File: src/rtl/lcd_text_buffer_if.sv
// lcd_text_buffer_if: write/read port bundle between user logic,
// the LCD controller (master) and the text buffer (slave).
interface lcd_text_buffer_if;
   logic       wr_valid;
   logic       wr_ready;
   logic [1:0] wr_cmd;
   logic [7:0] wr_data;
   logic [4:0] rd_addr;
   logic [7:0] rd_data;
   logic       dirty;
   logic       dirty_clr;
   logic [4:0] cursor;

   modport master (
      output wr_valid, wr_cmd, wr_data, rd_addr, dirty_clr,
      input  wr_ready, rd_data, dirty, cursor
   );

   modport slave (
      input  wr_valid, wr_cmd, wr_data, rd_addr, dirty_clr,
      output wr_ready, rd_data, dirty, cursor
   );
endinterface

File: src/rtl/lcd_text_buffer.sv
// lcd_text_buffer: 2x16 character store feeding the text LCD controller.
// Define LCD_BUF_SCROLL_EN to scroll line 1 up instead of wrapping.
module lcd_text_buffer #(
   parameter logic [7:0] FILL_CHAR = 8'h20
) (
   input  logic             clk,
   input  logic             resetn,
   lcd_text_buffer_if.slave bus
);

`ifdef LCD_BUF_SCROLL_EN
   typedef enum logic [1:0] {INIT, IDLE, FILL, SCROLL} state_t;
`else
   typedef enum logic [1:0] {INIT, IDLE, FILL} state_t;
`endif

   state_t     state;
   logic [4:0] idx;
   logic [7:0] mem [32];

   logic       accept;
   logic       put;
   logic       eob;
   logic       set_dirty;
   logic       we0;
   logic       we1;
   logic [4:0] wa0;
   logic [4:0] wa1;
   logic [7:0] wd0;
   logic [7:0] wd1;

   assign accept = bus.wr_valid && bus.wr_ready;
   assign put    = accept && (bus.wr_cmd == 2'b00);
   assign eob    = accept &&
                   (((bus.wr_cmd == 2'b00) && (bus.cursor == 5'd31)) ||
                    ((bus.wr_cmd == 2'b11) && bus.cursor[4]));

   // Buffer write ports and dirty-set events for the current state
   always_comb begin
      we0       = 1'b0;
      wa0       = idx;
      wd0       = FILL_CHAR;
      we1       = 1'b0;
      wa1       = {1'b1, idx[3:0]};
      wd1       = FILL_CHAR;
      set_dirty = 1'b0;
      case (state)
         INIT, FILL: begin
            we0       = 1'b1;
            set_dirty = (idx == 5'd31);
         end
         IDLE: begin
            if (put) begin
               we0       = 1'b1;
               wa0       = bus.cursor;
               wd0       = bus.wr_data;
               set_dirty = 1'b1;
            end
         end
`ifdef LCD_BUF_SCROLL_EN
         SCROLL: begin
            we0       = 1'b1;
            wa0       = {1'b0, idx[3:0]};
            wd0       = mem[{1'b1, idx[3:0]}];
            we1       = 1'b1;
            set_dirty = (idx == 5'd15);
         end
`endif
         default: ;
      endcase
   end

   // Character storage, deliberately without reset
   always_ff @(posedge clk) begin
      if (we0) mem[wa0] <= wd0;
      if (we1) mem[wa1] <= wd1;
   end

   // Control FSM, cursor, dirty flag and registered read port
   always_ff @(posedge clk or negedge resetn) begin
      if (!resetn) begin
         state        <= INIT;
         idx          <= '0;
         bus.wr_ready <= 1'b0;
         bus.rd_data  <= 8'h00;
         bus.dirty    <= 1'b0;
         bus.cursor   <= '0;
      end else begin
         bus.rd_data <= mem[bus.rd_addr];
         if (set_dirty)
            bus.dirty <= 1'b1;
         else if (bus.dirty_clr)
            bus.dirty <= 1'b0;
         case (state)
            INIT, FILL: begin
               idx <= idx + 5'd1;
               if (idx == 5'd31) begin
                  state        <= IDLE;
                  bus.wr_ready <= 1'b1;
               end
            end
            IDLE: begin
               if (accept) begin
                  unique case (bus.wr_cmd)
                     2'b00: bus.cursor <= bus.cursor + 5'd1;
                     2'b01: bus.cursor <= bus.wr_data[4:0];
                     2'b10: begin
                        bus.cursor   <= '0;
                        state        <= FILL;
                        bus.wr_ready <= 1'b0;
                        idx          <= '0;
                     end
                     2'b11: bus.cursor <= 5'd16;
                  endcase
                  if (eob) begin
`ifdef LCD_BUF_SCROLL_EN
                     bus.cursor   <= 5'd16;
                     state        <= SCROLL;
                     bus.wr_ready <= 1'b0;
                     idx          <= '0;
`else
                     bus.cursor   <= '0;
`endif
                  end
               end
            end
`ifdef LCD_BUF_SCROLL_EN
            SCROLL: begin
               idx <= idx + 5'd1;
               if (idx == 5'd15) begin
                  state        <= IDLE;
                  bus.wr_ready <= 1'b1;
                  idx          <= '0;
               end
            end
`endif
            default: state <= INIT;
         endcase
      end
   end

endmodule

File: src/flat_wrapper.sv
// flat-port wrapper written by rule: the top's interface ports become plain ports
module lcd_text_buffer_flat 
#(
   parameter logic [7:0] FILL_CHAR = 8'h20
)
  (clk, resetn, bus_wr_valid, bus_wr_cmd, bus_wr_data, bus_rd_addr, bus_dirty_clr, bus_wr_ready, bus_rd_data, bus_dirty, bus_cursor);
  lcd_text_buffer_if bus_i ();
  input  logic clk;
  input  logic resetn;
  input wire logic [$bits(bus_i.wr_valid)-1:0] bus_wr_valid;
  input wire logic [$bits(bus_i.wr_cmd)-1:0] bus_wr_cmd;
  input wire logic [$bits(bus_i.wr_data)-1:0] bus_wr_data;
  input wire logic [$bits(bus_i.rd_addr)-1:0] bus_rd_addr;
  input wire logic [$bits(bus_i.dirty_clr)-1:0] bus_dirty_clr;
  output wire logic [$bits(bus_i.wr_ready)-1:0] bus_wr_ready;
  output wire logic [$bits(bus_i.rd_data)-1:0] bus_rd_data;
  output wire logic [$bits(bus_i.dirty)-1:0] bus_dirty;
  output wire logic [$bits(bus_i.cursor)-1:0] bus_cursor;
  assign bus_i.wr_valid = bus_wr_valid;
  assign bus_i.wr_cmd = bus_wr_cmd;
  assign bus_i.wr_data = bus_wr_data;
  assign bus_i.rd_addr = bus_rd_addr;
  assign bus_i.dirty_clr = bus_dirty_clr;
  assign bus_wr_ready = bus_i.wr_ready;
  assign bus_rd_data = bus_i.rd_data;
  assign bus_dirty = bus_i.dirty;
  assign bus_cursor = bus_i.cursor;
  lcd_text_buffer #(.FILL_CHAR(FILL_CHAR)) u_core (.clk(clk), .resetn(resetn), .bus(bus_i));
endmodule
File: config.mk
export PLATFORM = sky130hd
export DESIGN_NAME = lcd_text_buffer_flat
export DESIGN_NICKNAME = d
export VERILOG_FILES = /design/src/rtl/lcd_text_buffer_if.sv /design/src/rtl/lcd_text_buffer.sv /design/src/flat_wrapper.sv
export SDC_FILE = /design/constraint.sdc
export NUM_CORES = 1
export LEC_CHECK = 0
export BUFFER_PORTS_ARGS = -buffer_cell sky130_fd_sc_hd__clkbuf_2
export CAP_MARGIN = 20
export CORE_MARGIN = 2
export CORE_UTILIZATION = 60
export DETAILED_ROUTE_END_ITERATION = 16
export HOLD_SLACK_MARGIN = 0.02
export PLACE_DENSITY = 0.77
export SETUP_SLACK_MARGIN = 0.02
export SLEW_MARGIN = 20
export SYNTH_ARGS = -nofsm -noshare
export SYNTH_HDL_FRONTEND = slang
export SYNTH_SLANG_ARGS = --single-unit
File: constraint.sdc
create_clock -name clk -period 2.99 [get_ports clk]
set_input_delay 0.4485 -clock clk [delete_from_list [all_inputs] [get_ports clk]]
set_output_delay 0.4485 -clock clk [all_outputs]
set_load 0.02 [all_outputs]
==> impl_metrics.env <==
export IMPL_detailroute_via_count=5621
export IMPL_grt_max_degree=39
export IMPL_start_util=0.614
export IMPL_yosys_warnings=0
export IMPL_place_congestion=0.908
export IMPL_ys_top_cells_by_area="edfxtp_1, mux4_2, dfrtp_1"
export IMPL_path_clk_slew_ns=0.06
export IMPL_cp_end_kind="register"
export IMPL_setup_viol=0
export IMPL_hold_viol=0
export IMPL_cts_setup_buffers=0
export IMPL_outcome="finished clean"
export IMPL_maxSlewViolCount=0
export IMPL_cts_htree_levels=1
export IMPL_syn_cell_area_mm2=0.0111
export IMPL_synth_most_common_cell="edfxtp_1"
export IMPL_layout_nets=626
export IMPL_clock_sinks=278
export IMPL_pwr_share_comb=0.143
export IMPL_ir_worst_vdd_uv=523
export IMPL_synth_mux_area_frac=0.176
export IMPL_n_antenna_cell=0
export IMPL_die_h_um=140
export IMPL_synth_seq_cells=278
export IMPL_p_int_w=0.00715
export IMPL_clock_skew_ns=0.00822
export IMPL_design_power_total_w=0.00961
export IMPL_die_x_um=140
export IMPL_synthDominantCellAreaShare=0.692
export IMPL_pre_cts_slack_ns=0.263
export IMPL_pwr_density_cell_mw_per_mm2=767
export IMPL_whs_ns=0.195
export IMPL_postPlaceCellArea_mm2=0.0117
export IMPL_syn_instance_count=542
export IMPL_synth_edf_count=256
export IMPL_coreArea_mm2=0.0181
export IMPL_clock_fmax_ghz=0.374
export IMPL_layout_drive_gt1_share=0.305
export IMPL_synth_ff_type="edfxtp_1"
export IMPL_port_buffers=33
export IMPL_p_clk_frac=0.342
export IMPL_tightest_slew_ns=1.01
export IMPL_p_sw_w=0.00246
export IMPL_arrival_ns=2.81
export IMPL_die_area_mm2=0.0196
export IMPL_synth_compound_area_frac=0.0222
export IMPL_max_cap_violations=0
export IMPL_fin_setup_tns_ns=0
export IMPL_first_pass_iters=8
export IMPL_wl_per_cell_um=27.0
export IMPL_fp_row_count=49
export IMPL_dp_hpwl_mm=14.3
export IMPL_drtIter0Drc=516
export IMPL_fin_area_mm2=0.0125
export IMPL_yosysUniqueCellTypes=41
export IMPL_synthToLayoutAreaGrowth_pct=12.9
export IMPL_setup_slack_ns=0.316
export IMPL_period_needed_ns=2.67
export IMPL_postSynthAreaPerCell_um2=20.5
export IMPL_cts_buffer_depth=3
export IMPL_worstHoldPathType="input port to register"
export IMPL_yosysSeqAreaShare=0.742
export IMPL_grt_remaining_overflow=0
export IMPL_synthSimpleGateAreaFrac=0.0378
export IMPL_switching_share=0.256
export IMPL_yosysTopAreaCell="edfxtp_1"
export IMPL_relSlewSlack=0.321
export IMPL_p_leak_nw=4.28
export IMPL_ant_nets=0
export IMPL_grt_usage=0.246
export IMPL_grt_setup_unrepaired="no"
export IMPL_grt_pass1_vias=5676
export IMPL_pwr_share_seq=0.515
export IMPL_crit_required_ns=3.13
export IMPL_syn_nets=565
export IMPL_synthTopCellsByCount="edfxtp_1, mux4_2, nor2_1"
export IMPL_async_reset_ff_frac=0.0791
export IMPL_antenna_found_initial=0
export IMPL_critical_path_max_fanout=13
export IMPL_wl_mm=23.0
export IMPL_ioPinCount=34
export IMPL_cts_tree="built"
export IMPL_clk_latency_ns=0.52
export IMPL_route_detailed_drc=0
export IMPL_synthAdderAreaFrac=0.00451
export IMPL_finalCritPeriodShare=0.894
export IMPL_synthXorXnorAreaFrac=0.00158
export IMPL_root_buffer="clkbuf_16"
export IMPL_numCtsBuffers=26
export IMPL_synth_top_family_by_area="multiplexers"
export IMPL_startpoint_type="register"
export IMPL_via_per_inst=6.61
export IMPL_grt_pass1_wl_mm=35.6
export IMPL_criticalPathCategory="register to register"
[cell usage in the layout, fill, tap and decap left out, drive strengths merged, types with 3 or more instances in the layout]
cell type,instances
nand2,15
and3,10
edfxtp,256
a21oi,9
clkinv,6
nand3,4
bufinv,3
dfrtp,22
a31oi,5
buf,30
nor3b,3
a2111oi,3
mux2,11
nor3,6
mux4,80
nor2,41
o21ai,5
ha,4
clkbuf,69
inv,8
mux2i,3
[routing by layer]
| metal | wire (um) | vias to the layer above | track usage | share of wire |
|---|---|---|---|---|
| met5 | 0 | - | 0 | 0 |
| met4 | 394 | 0 | 0.0601 | 0.017 |
| met3 | 1980 | 36 | 0.0414 | 0.086 |
| met2 | 11000 | 318 | 0.383 | 0.48 |
| met1 | 9570 | 2904 | 0.376 | 0.42 |
| li1 | - | 2363 | - | - |
[path summary, 6_finish.rpt]
kind	slack (ns)	end	cells after the start	from
worst max-delay path	0.32	u_core.mem[1][7]$_DFFE_PP_	5	u_core.state[0]$_DFFE_PN0P_
worst min-delay path	0.20	u_core.bus.dirty$_DFFE_PN0P_	3	bus_dirty_clr
worst max register to register	0.32	u_core.mem[1][7]$_DFFE_PP_	5	u_core.state[0]$_DFFE_PN0P_
worst min register to register	0.51	u_core.bus.dirty$_DFFE_PN0P_	2	u_core.bus.dirty$_DFFE_PN0P_
max in group asynchronous	2.10	u_core.bus.rd_data[4]$_DFF_PN0_	2	resetn
min in group asynchronous	0.47	u_core.bus.cursor[2]$_DFFE_PN0P_	2	resetn
[repair_timing]
action	4_1_cts	5_1_grt
hold endpoints to repair	22	0
hold buffers	1	0
gates resized for setup	0	0
[power by group through the flow]
stage | clock [W] | combinational, W | sequential, W
floorplan | 0 | 0.000897 | 0.00495
global placement | 0 | 0.00131 | 0.00498
detailed placement | 0 | 0.00136 | 0.00501
CTS | 0.00333 | 0.00137 | 0.00494
global route | 0.00347 | 0.00148 | 0.00499
finish | 0.00329 | 0.00137 | 0.00495
[critical path, cell delays in order (launching register included)]
cell and delay [ns]:
dfrtp_1 0.49, nand4b_1 0.17, nor3_1 0.22, buf_4 0.25
a32oi_1 0.32, nor2_1 0.84
[stage by stage]
| step | util | cells |
|---|---|---|
| after floorplan | - | 542 |
| after global placement | 0.645 | 803 |
| after detailed placement | 0.645 | 803 |
| after CTS | 0.693 | 851 |
| after global routing | 0.693 | 851 |
| final | 0.693 | 851 |
[logic make-up after synthesis]
family,count (synthesis)
AND/OR/NAND/NOR,89
adder cells (fa/ha/maj),4
AO/OA/AOI/OAI,37
multiplexers,94
buffers and inverters,38
XOR/XNOR,2
flip-flops,278
[cell type report]
type / count / area (um2)
clock inverters: 10 / 125
flip-flops and latches: 278 / 8240
multi-input cells: 226 / 2690
well taps: 229 / 287
clock buffers: 37 / 733
fillers: 1064 / 5550
repair buffers: 63 / 433
inverters: 8 / 30.0
[state kept, by name, indices dropped and copies added (netlist names)]
signal,count
u_core.idx,5
u_core.state,2
u_core.mem,256
u_core.bus.cursor,5
u_core.bus.rd_data,8
u_core.bus.dirty,1
u_core.bus.wr_ready,1
Power figures use the tool's default switching activity.
